## src/rtl/clock_mode_ctrl.sv

```systemverilog
// Mode controller for the digital clock: button edge detection, CLOCK/ALARM/STOPWATCH
// mode FSM, pulse routing to the active unit, edit blink mask and alarm ring control.
module clock_mode_ctrl #(
  parameter int LONG_CYC = 100_000_000,
  parameter int RING_SEC = 30
) (
  input  logic        clk,
  input  logic        rst,
  input  logic        tick_1hz,
  input  logic        tick_2hz,
  input  logic        btn_mode,
  input  logic        btn_a,
  input  logic        btn_b,
  input  logic        btn_c,
  input  logic [1:0]  edit_field,
  input  logic [23:0] cur_hms,
  input  logic [15:0] alm_hm,
  output logic [1:0]  mode,
  output logic        tc_adjust,
  output logic        tc_up,
  output logic        tc_up_ten,
  output logic        al_adjust,
  output logic        al_up,
  output logic        al_up_ten,
  output logic        sw_run,
  output logic        sw_clear,
  output logic [5:0]  blank,
  output logic        alarm_en,
  output logic        ringing
);

  localparam int CNT_W = $clog2(LONG_CYC + 1);
  localparam int RNG_W = $clog2(RING_SEC + 1);
  localparam logic [CNT_W-1:0] LONG_MAX  = CNT_W'(LONG_CYC);
  localparam logic [CNT_W-1:0] LONG_LAST = CNT_W'(LONG_CYC - 1);
  localparam logic [RNG_W-1:0] RING_LOAD = RNG_W'(RING_SEC);

  typedef enum logic [1:0] {
    MODE_CLOCK = 2'd0,
    MODE_ALARM = 2'd1,
    MODE_SW    = 2'd2
  } mode_t;

  mode_t state_q, state_d;

  // Button bit order: 0 = a, 1 = b, 2 = c, 3 = mode.
  logic [3:0] lvl, prev_q, arm_q, press;
  logic       silence;
  logic       sel_a, sel_b, sel_c;
  logic       mode_fall, hold, long_hit, mode_adv, match;
  logic       consumed_q, phase_q;
  logic [CNT_W-1:0] press_cnt;
  logic [RNG_W-1:0] ring_cnt;

  assign lvl = {btn_mode, btn_c, btn_b, btn_a};

  // A button held through reset stays unarmed until it has been seen released.
  assign press   = lvl & ~prev_q & arm_q;
  assign silence = ringing & (|press);

  assign sel_a = press[0] & ~silence;
  assign sel_b = press[1] & ~silence & ~press[0];
  assign sel_c = press[2] & ~silence & ~press[0] & ~press[1];

  // A mode press that silences the alarm is consumed for the rest of its hold.
  assign hold      = btn_mode & arm_q[3] & ~consumed_q & ~(press[3] & ringing);
  assign long_hit  = hold & (press_cnt == LONG_LAST);
  assign mode_fall = ~btn_mode & prev_q[3];
  assign mode_adv  = mode_fall && (press_cnt != '0) && (press_cnt < LONG_MAX)
                     && (edit_field == 2'd0);

  assign match = alarm_en & tick_1hz & (cur_hms == {alm_hm, 8'h00});

  always_ff @(posedge clk or posedge rst) begin
    if (rst) begin
      prev_q     <= '0;
      arm_q      <= '0;
      consumed_q <= 1'b0;
      press_cnt  <= '0;
      alarm_en   <= 1'b0;
    end else begin
      prev_q <= lvl;
      arm_q  <= arm_q | ~lvl;
      if (!btn_mode)
        consumed_q <= 1'b0;
      else if (press[3] && ringing)
        consumed_q <= 1'b1;
      if (!btn_mode)
        press_cnt <= '0;
      else if (hold && press_cnt < LONG_MAX)
        press_cnt <= press_cnt + 1'b1;
      if (long_hit)
        alarm_en <= ~alarm_en;
    end
  end

  always_ff @(posedge clk or posedge rst) begin
    if (rst) begin
      ringing  <= 1'b0;
      ring_cnt <= '0;
    end else if (silence || (long_hit && alarm_en)) begin
      ringing  <= 1'b0;
      ring_cnt <= '0;
    end else if (match) begin
      ringing  <= 1'b1;
      ring_cnt <= RING_LOAD;
    end else if (ringing && tick_1hz) begin
      if (ring_cnt <= RNG_W'(1)) begin
        ringing  <= 1'b0;
        ring_cnt <= '0;
      end else begin
        ring_cnt <= ring_cnt - 1'b1;
      end
    end
  end

  always_ff @(posedge clk or posedge rst) begin
    if (rst) state_q <= MODE_CLOCK;
    else     state_q <= state_d;
  end

  always_comb begin
    state_d = state_q;
    if (mode_adv) begin
      case (state_q)
        MODE_CLOCK: state_d = MODE_ALARM;
        MODE_ALARM: state_d = MODE_SW;
        default:    state_d = MODE_CLOCK;
      endcase
    end
  end

  assign mode = state_q;

  always_ff @(posedge clk or posedge rst) begin
    if (rst) begin
      tc_adjust <= 1'b0;
      tc_up     <= 1'b0;
      tc_up_ten <= 1'b0;
      al_adjust <= 1'b0;
      al_up     <= 1'b0;
      al_up_ten <= 1'b0;
      sw_run    <= 1'b0;
      sw_clear  <= 1'b0;
      phase_q   <= 1'b0;
    end else begin
      tc_adjust <= (state_q == MODE_CLOCK) & sel_a;
      tc_up     <= (state_q == MODE_CLOCK) & sel_b;
      tc_up_ten <= (state_q == MODE_CLOCK) & sel_c;
      al_adjust <= (state_q == MODE_ALARM) & sel_a;
      al_up     <= (state_q == MODE_ALARM) & sel_b;
      al_up_ten <= (state_q == MODE_ALARM) & sel_c;
      sw_run    <= (state_q == MODE_SW) & sel_b;
      sw_clear  <= (state_q == MODE_SW) & sel_c;
      if (tick_2hz)
        phase_q <= ~phase_q;
    end
  end

  always_comb begin
    blank = 6'b000000;
    if (phase_q && state_q != MODE_SW) begin
      case (edit_field)
        2'd1:    blank = 6'b000011;
        2'd2:    blank = 6'b001100;
        2'd3:    blank = 6'b110000;
        default: blank = 6'b000000;
      endcase
    end
  end

endmodule

```

## config.mk

```make
export PLATFORM = sky130hd
export DESIGN_NAME = clock_mode_ctrl
export DESIGN_NICKNAME = d
export VERILOG_FILES = /design/src/rtl/clock_mode_ctrl.sv
export SDC_FILE = /design/constraint.sdc
export NUM_CORES = 1
export LEC_CHECK = 0
export CORE_ASPECT_RATIO = 0.8
export CORE_UTILIZATION = 25
export DETAILED_ROUTE_END_ITERATION = 8
export GPL_TIMING_DRIVEN = 0
export HOLD_SLACK_MARGIN = 0.05
export PLACE_DENSITY = 0.44
export REMOVE_ABC_BUFFERS = 1
export SYNTH_ARGS = -nofsm -noshare
export SYNTH_HDL_FRONTEND = slang
export SYNTH_SLANG_ARGS = --single-unit
```

## constraint.sdc

```tcl
create_clock -name clk -period 2.7 [get_ports clk]
set_input_delay 0.54 -clock clk [delete_from_list [all_inputs] [get_ports clk]]
set_output_delay 0.54 -clock clk [all_outputs]
set_load 0.1 [all_outputs]
```

==> metrics, run 1 <==
outcome finished clean; Synth Cell Area 2950 um2; worst-margin pin slew about 0.97 ns; H-tree Lvls 2; clk slew on worst S/H paths 0.07 ns; xor-xnor portion of the synthesized cell area ~5.6%; CTS sink cnt 54; Final ANT Viol Nets 0; post-synthesis mux area share between 2 and 2.5%; Synth Area in Compound Gates between 10% and 20%; port bufs 67; fraction of power consumed by sequential logic between 40 and 50%; CP Capture Type output pin; die width 123 um; Num CTS Buffers 5; Placed Cells slightly above 500; fmax 374 MHz; Startpoint Class input port; kind of critical path input port to output pin; WL final approximately 7300 um; Root Driver clkbuf_16; vias in the first global route around 2300; starting density of the core 25.6%; CP Data Arrival Time between 2 and 2.5 ns; drt first-iter violations 73; diode count 0; largest family of logic cells by synthesized area simple AND/OR/NAND/NOR gates; Setup-failing EPs final 0; CTS tree done; RSZ-0062 raised after global routing yes; switching power around 830 uW; Synth Warn # 0; worst setup margin between 0.02 and 0.03 ns; detailed-route via count around 2600; Core Region 11500 um2; ys flop type dfrtp_1; buffer depth of the longest clock path 2; area of the multi-input gates between 1000 and 1500 um2; cell count after synthesis approximately 310; Rows 35; Synth area leaders dfrtp_1, a21oi_1, xnor2_1; Hold Crit Class register to register; Final Max Slew Viols 0; share of power burned in the clock network a little under a third; first-pass GRT wire length about 12000 um; commonest cells in the netlist dfrtp_1, a21oi_1, nand2_1; worst-path maximum fanout 3; largest area contributor in the netlist dfrtp_1; total chip power about 2.2 mW; setup TNS 0 ns; CP required between 2 and 2.5 ns; fin crit share just under 100%; Static Leak 1.44 nW; register area ~1400 um2; io pins 68; vias per cell approximately 5.0; DRC viols 0; nets@finish 427; Syn Area/Cell between 9 and 10 um2; Switching Fraction 37.2%; VDD IR max 0.242 mV; clk_skew 0.00862 ns; Final min period 2.67 ns; most frequent cell after synthesis dfrtp_1; Crit Reg-Reg Startpoint ringing; post-synthesis sequential area ratio around 46%; dpl ws -0.972 ns; DP Wirelength 5240 um; Simple-Gate Fraction of Synth Area about 28%; power density cells between 500 and 600 nW/um2; Finished Layout Cells 522; cts-stage hold buffer count 0; Yosys reg bits 54; gr ovfl total 0; Post-synth EDFFs 0; initial antenna violation count 0; DR WL/cell between 10 and 15 um; Total GRT Usage about an eighth; pin count of the biggest net entering global routing 42; routability congestion estimate from global placement between 0.7 and 0.8; Synth Area in Adders between 1.5 and 2%; Power Internal roughly 1.4 mW; layout cells sized above 1 roughly 5.6%; die area between 10000 and 15000 um2; CP Launch Point edit_field[1]; relative slew slack about a third; Skew-Pair Late Insertion Delay 0.29 ns; Hold Vio Cnt, Final 0; maxcap violations 0; Synth async-reset ratio between 90% and 100%; DR pass1 iterations 4; Area growth, synth to finish 32.2%; Synth top area share ~46%; Synth cell types between 40 and 50; Comb power frac 29.1%; chip height around 100 um; Fillers approximately 1200; Hold Startpoint arm_q[0]
-- critical path: stages --
cell,delay [ns]
clkdlybuf4s50_1,0.51
nand3_1,0.11
nor2_1,0.13
clkdlybuf4s15_1,0.84
-- path summary, 6_finish.rpt --
kind	slack (ns)	endpoint	cells after the start
setup / recovery	0.03	blank[4]	4
hold / removal	0.47	arm_q[0]	1
setup reg to reg	0.32	ring_cnt[0]	5
hold reg to reg	0.47	arm_q[0]	1
max in group asynchronous	1.65	press_cnt[0]	3
min in group asynchronous	0.52	press_cnt[14]	2
-- power groups by stage --
stage | Combinational (mW) | Sequential, mW | Clock [mW]
after floorplan | 0.251 | 1.12 | 0
after global routing | 0.690 | 0.911 | 0.731
after global placement | 0.659 | 0.919 | 0
final | 0.649 | 0.904 | 0.679
after detailed placement | 0.666 | 0.921 | 0
after CTS | 0.658 | 0.905 | 0.698
-- what timing repair did --
item,in CTS,in global routing
pin swaps,0,1
setup endpoints to repair,31,32
gates resized for setup,18,6
hold endpoints to repair,0,0
buffers inserted,0,0
-- state kept, by name, summed over array words and instances, names as in the netlist --
signal,count
al_adjust,1
ring_cnt,5
consumed_q,1
prev_q,4
sw_clear,1
sw_run,1
al_up_ten,1
ringing,1
al_up,1
alarm_en,1
mode,2
tc_up,1
tc_up_ten,1
phase_q,1
press_cnt,27
arm_q,4
tc_adjust,1
-- final cells by class --
type	instances	area share, %
sequential	54	34.6
clock inverter	3	0.674
clock buffer	5	3.21
tap	148	4.75
timing repair buffer	68	17.5
multi-input combinational	231	37.9
inverter	13	1.25
-- cells by family after synthesis --
group                      count (synthesis)
and+or+nand+nor                          144
xor gates and xnor gates                  19
AOI/OAI and AO/OA                         57
adders and majority gates                  4
muxes                                      7
buffers and inverters                     28
DFF                                       54
-- cell usage in the layout (no fill, tap or decap), types with 3 or more instances in the layout --
cell type and count:
nor3_1 11, ha_1 4, nand3b_1 7, dfrtp_1 54
nand2b_1 7, inv_6 3, o21a_1 3, nand3_1 13
nand2_1 19, nand4_1 18, a21oi_1 25, or4_1 11
and3_1 6, inv_1 12, xnor2_1 13, clkdlybuf4s15_2 3
clkdlybuf4s50_1 60, o21ai_0 8, xor2_1 6, o31ai_1 10
nor4_1 13, nor2b_1 3, mux2i_1 6, nor2_1 17
clkbuf_16 5, or3_1 8
-- metal layers --
metal / global-route usage, % / vias to the layer above / share of wire, %
li1: - / 1283 / -
met1: 18.0 / 1229 / 50
met4: 2.78 / 0 / 0.70
met3: 2.41 / 2 / 5.4
met2: 18.7 / 75 / 44
met5: 0 / - / 0
-- stage by stage --
| step | hold slack, ns | utilization [%] | instance area [um2] |
|---|---|---|---|
| after floorplan | 0.435 | - | 2870 |
| after global placement | 0.450 | 32.4 | 3730 |
| after detailed placement | 0.455 | 32.6 | 3750 |
| after CTS | 0.473 | 33.9 | 3900 |
| after global routing | 0.500 | 33.9 | 3900 |
| final | 0.468 | 33.9 | 3900 |
No activity file was read; power rests on OpenSTA's default activity.
==> inputs of run 2 (changes only) <==
- GPL_TIMING_DRIVEN: 0 -> default
- PLACE_DENSITY: 0.44 -> 0.47
==> run 2 against run 1 <==
Worst hold slack improved by 0.0056 ns. Flip-flop and latch count did not move. Highest routed layer unchanged. Largest cell class unchanged. Non-clock buffer count rose by 14. Final area rose by 4.3%. Via count rose by 1.3%. Register-to-register slack improved by 0.12 ns. Clock skew fell by 0.0024 ns. Sequential power barely moved.
==> metrics, run 2 (synthesis gave the netlist of run 1 again) <==
Hold Path End arm_q[2]; drt first-iter violations 91 (+25%); detailed-route via count 2623 (+1.3%); chip height 99.2 um (unchanged); first-pass GRT wire length 12200 um (+3.5%); outcome finished clean; fmax 442 MHz (+18%); Hold Startpoint arm_q[2]; H-tree Lvls 2 (unchanged); DR WL/cell 13.9 um (-0.10%); Crit Reg-Reg Startpoint press_cnt[8]; most common cell after layout, fill and taps aside dfrtp_1; gr ovfl total 0 (unchanged); buffer depth of the longest clock path 2 (unchanged); power density cells 580 nW/um2 (+1.3%); setup TNS 0 ns (unchanged); Setup-failing EPs final 0 (unchanged); clk_skew 0.00619 ns (-0.00243 ns); DRC viols 0 (unchanged); Final Max Slew Viols 0 (unchanged); die area 12200 um2 (unchanged); post_cts resized 0 (-18); nets@finish 441 (+3.3%); relative slew slack 62.0% (+27 points); routability congestion estimate from global placement 0.716 (-3.1%); diode count 0 (unchanged); fin crit share 83.7% (-15 points); worst-margin pin slew 0.565 ns (-0.409 ns); initial antenna violation count 0 (unchanged); RSZ-0062 raised after global routing no; postcts setup bufs 0 (unchanged); worst-path maximum fanout 6 (+3); Hold Path Cell Cnt 1 (unchanged); total chip power 2.36 mW (+5.7%); Core Region 11500 um2 (unchanged); port bufs 67 (unchanged); most frequent cells in the layout dfrtp_1, clkdlybuf4s50_1, a21oi_1, buf_4, nand2_1; Area growth, synth to finish 38.0%; Skew-Pair Late Insertion Delay 0.29 ns (about the same); cts-stage hold buffer count 0 (unchanged); io pins 68 (unchanged); CP required 2.88 ns (+0.72 ns); Hold Vio Cnt, Final 0 (unchanged); register area 1350 um2 (unchanged); maxcap violations 0 (unchanged); Rows 35 (unchanged); Final ANT Viol Nets 0 (unchanged); starting density of the core 25.6% (unchanged); R2R Path End press_cnt[20]; r2r setup slk 0.44 ns (+0.12 ns); worst r2r path cells 6 (+1); CTS tree done; VDD IR max 0.352 mV (+46%); Total GRT Usage 12.6% (+0.25 points); Final min period 2.26 ns (-0.414 ns); vias in the first global route 2518 (+7.7%); CP Capture Type register; WL final 7440 um (+2.6%); Num CTS Buffers 5 (unchanged); layout cells sized above 1 11.9% (+6.2 points); Biggest register press_cnt; CP Data Arrival Time 2.44 ns (+0.31 ns); clk slew on worst S/H paths 0.08 ns (about the same); DR pass1 iterations 4 (unchanged); Root Driver clkbuf_16; Largest regs press_cnt (27), ring_cnt (5); DP Wirelength 5530 um (+5.4%); max FFs per register 27 (unchanged); CTS sink cnt 54 (unchanged); Fillers 1192 (+1.9%); pin count of the biggest net entering global routing 55 (+31%); die width 123 um (unchanged); vias per cell 4.89 (-1.3%); kind of critical path input port to register; Area after DPL 3900 um2 (+3.9%); area of the multi-input gates 1470 um2 (-0.42%); Hold Crit Class register to register; Startpoint Class input port; Static Leak 1.57 nW (+8.9%); fin area 4070 um2 (+4.3%)
## run 2: changes by cell type in the layout (fill, tap and decap cells not counted), sizes merged, moves of 2 or more
cell	delta
buf	+32
inv	-2
clkdlybuf4s15	-5
clkdlybuf4s50	-11
clkbuf	-2
## run 2: stage by stage
stage	util, %	setup WS (ns)	hold WS (ns)	instances
after floorplan	-	-3.15	0.435	298
after global placement	33.8	0.246	0.450	528
after detailed placement	33.8	0.145	0.453	528
after CTS	35.3	0.415	0.474	536
after global routing	35.3	0.279	0.509	536
final	35.3	0.439	0.474	536
## run 2: worst max path at each step
stage                            start            end  slack (ns)
after floorplan                mode[0]       blank[0]       -3.15
after global placement      cur_hms[0]    ring_cnt[0]        0.25
after detailed placement      tick_1hz    ring_cnt[0]        0.15
after CTS                 press_cnt[8]  press_cnt[20]        0.42
after global routing      press_cnt[8]  press_cnt[20]        0.28
final                         tick_1hz    ring_cnt[0]        0.44
## run 2: per-layer routing
metal	track usage, %	part of all wire (%)	wire [um]
met1	17.7	49	3660
met2	19.5	43	3230
met3	2.92	6.7	497
met4	2.59	0.74	55
met5	0	0	0
## run 2: worst max-delay path, stage by stage
cell,delay [ns]
clkdlybuf4s50_1,0.52
nor4b_1,0.39
nand4_1,0.13
or4_1,0.67
nor3b_1,0.20
## run 2: area by class of cell
cell class	count	area share [%]
Inverter	13	1.20
Clock buffer	5	3.07
Clock inverter	3	1.17
Timing Repair Buffer	82	20.6
Multi-Input combinational cell	231	36.2
Sequential cell	54	33.2
Tap cell	148	4.55
## run 2: power by group
part           internal [mW]  leakage (nW)  switching (mW)
Clock                  0.443        0.0844           0.309
Combinational          0.233         0.771           0.471
Sequential             0.854         0.714          0.0497
==> inputs of run 3 (changes only) <==
- clock period: 2.7 -> 2.2 ns (I/O delays scaled with it)
==> run 3 against run 2 <==
Count of clock-buffer cells in the layout stayed put. First-iteration DRC count increased by 100%. Flip-flop and latch count stayed put. Clock power grew 8.8%. Combinational power rose by 25%. Critical path depth is 1 higher. Die area did not move. Final area up 3.9%. Wire length up 2.4%. Final cell count is 3.7% higher. Critical path type is now register to register.
==> metrics, run 3 (synthesis gave the netlist of run 1 again) <==
outcome finished clean; worst-path maximum fanout 35 (+29); buffer depth of the longest clock path 2 (unchanged); CP Launch Point press_cnt[16]; Setup-failing EPs final 0 (unchanged); CP Data Arrival Time 2.31 ns (-0.13 ns); Hold Vio Cnt, Final 0 (unchanged); Fillers 1172 (-1.7%); kind of critical path register to register; most common cell after layout, fill and taps aside dfrtp_1; gr ovfl total 0 (unchanged); DR pass1 iterations 4 (unchanged); layout cells sized above 1 16.9% (+5.1 points); chip height 99.2 um (unchanged); worst-margin pin slew 0.435 ns (-0.130 ns); DP Wirelength 5620 um (+1.7%); vias per cell 4.84 (-1.0%); drt first-iter violations 185 (+100%); postcts setup bufs 0 (unchanged); die width 123 um (unchanged); Total GRT Usage 13.6% (+1.0 points); relative slew slack 70.9% (+9.0 points); cts-stage hold buffer count 0 (unchanged); port bufs 67 (unchanged); Final ANT Viol Nets 0 (unchanged); CP Capture Type register; Largest regs press_cnt (27), ring_cnt (5); CTS sink cnt 54 (unchanged); routability congestion estimate from global placement 0.774 (+8.1%); nets@finish 461 (+4.5%); worst r2r path cells 6 (unchanged); register area 1350 um2 (unchanged); fin crit share 94.9%; Final Util 36.7% (+1.4 points); most frequent cells in the layout dfrtp_1, clkdlybuf4s50_1, buf_4; hold_ws 0.459 ns (-0.0149 ns); vias in the first global route 2625 (+4.2%); die area 12200 um2 (unchanged); Final Max Slew Viols 0 (unchanged); Final min period ~2.1 ns; pin count of the biggest net entering global routing 39 (-29%); Root Driver clkbuf_16; DR WL/cell 13.7 um (-1.3%); H-tree Lvls 2 (unchanged); WL final 7620 um (+2.4%); detailed-route via count 2693 (+2.7%); VDD IR max 0.326 mV (-7.3%); clk slew on worst S/H paths 0.07 ns (about the same); initial antenna violation count 0 (unchanged); Area after DPL 4050 um2 (+3.9%); Skew-Pair Late Insertion Delay 0.29 ns (about the same); worst setup path end press_cnt[18]; CTS tree done; Num CTS Buffers 5 (unchanged); Rows 35 (unchanged); diode count 0 (unchanged); starting density of the core 25.6% (unchanged); Core Region 11500 um2 (unchanged); Area growth, synth to finish 43.4%; CP required 2.42 ns (-0.46 ns); total chip power 2.81 mW (+19%); DRC viols 0 (unchanged); first-pass GRT wire length 13000 um (+5.8%); io pins 68 (unchanged); area of the multi-input gates 1510 um2 (+2.2%); Crit Reg-Reg Startpoint press_cnt[16]; max FFs per register 27 (unchanged); RSZ-0062 raised after global routing yes; R2R Path End press_cnt[18]; Biggest register press_cnt; Static Leak 1.68 nW (+7.1%); r2r setup slk 0.11 ns (-0.33 ns); Hold Crit Class input port to asynchronous set/reset pin; fin area 4230 um2 (+3.9%); Startpoint Class register; clk_skew 0.00630 ns (+0.000115 ns); fmax approximately 480 MHz; power density cells 664 nW/um2 (+15%); maxcap violations 0 (unchanged)
-- run 3: where the power goes --
| part | leakage [nW] | switching, mW | internal [mW] | total (mW) |
|---|---|---|---|---|
| logic | 0.896 | 0.582 | 0.299 | 0.881 |
| registers | 0.714 | 0.0637 | 1.05 | 1.11 |
| clock network | 0.0704 | 0.389 | 0.429 | 0.818 |
| total | 1.68 | 1.03 | 1.78 | 2.81 |
-- run 3: worst min path at each step --
stage,from,endpoint,slack [ns],depth (start not counted)
detailed placement,arm_q[0],arm_q[0],0.45,1
global placement,arm_q[0],arm_q[0],0.45,1
floorplan,arm_q[0],arm_q[0],0.44,1
CTS,arm_q[2],arm_q[2],0.47,1
global route,arm_q[0],arm_q[0],0.49,1
finish,rst,press_cnt[13],0.46,2
-- run 3: final cells by class --
cell class / count / share of cell area, %
multi-input combinational: 231 / 35.6
clock inverter: 3 / 0.592
inverter: 13 / 1.15
tap: 148 / 4.38
timing repair buffer: 102 / 23.4
clock buffer: 5 / 2.96
sequential: 54 / 31.9
-- run 3: timing repair --
| action | 4_1_cts | 5_1_grt |
|---|---|---|
| resized for setup | 1 | 4 |
| endpoints found under the setup margin | 6 | 14 |
| hold endpoints to repair | 0 | 0 |
| pin swaps | 0 | 1 |
| cloned | 0 | 0 |
-- run 3: critical path: stages (launching register included) --
cell and delay [ns]:
dfrtp_1 0.43, nand4_1 0.26, nor4_4 0.10, a221o_1 0.38
buf_12 0.18, or4_1 0.50, a21oi_1 0.15
-- run 3: per-layer routing --
metal	up-vias	GRT usage, %	routed length (um)
met4	0	2.59	65
met1	1248	19.7	3810
met5	-	0	0
met3	6	2.92	441
li1	1346	-	-
met2	93	20.7	3300
-- run 3: per-stage QoR --
| step | std cells | TNS, ns | worst slack [ns] |
|---|---|---|---|
| 2_1_floorplan | 298 | -17.36 | -3.55 |
| 3_3_place_gp | 548 | -2.54 | -0.336 |
| 3_5_place_dp | 548 | -3.43 | -0.389 |
| 4_1_cts | 556 | 0 | 0.0296 |
| 5_1_grt | 556 | -0.0109 | -0.0109 |
| 6_report | 556 | 0 | 0.113 |
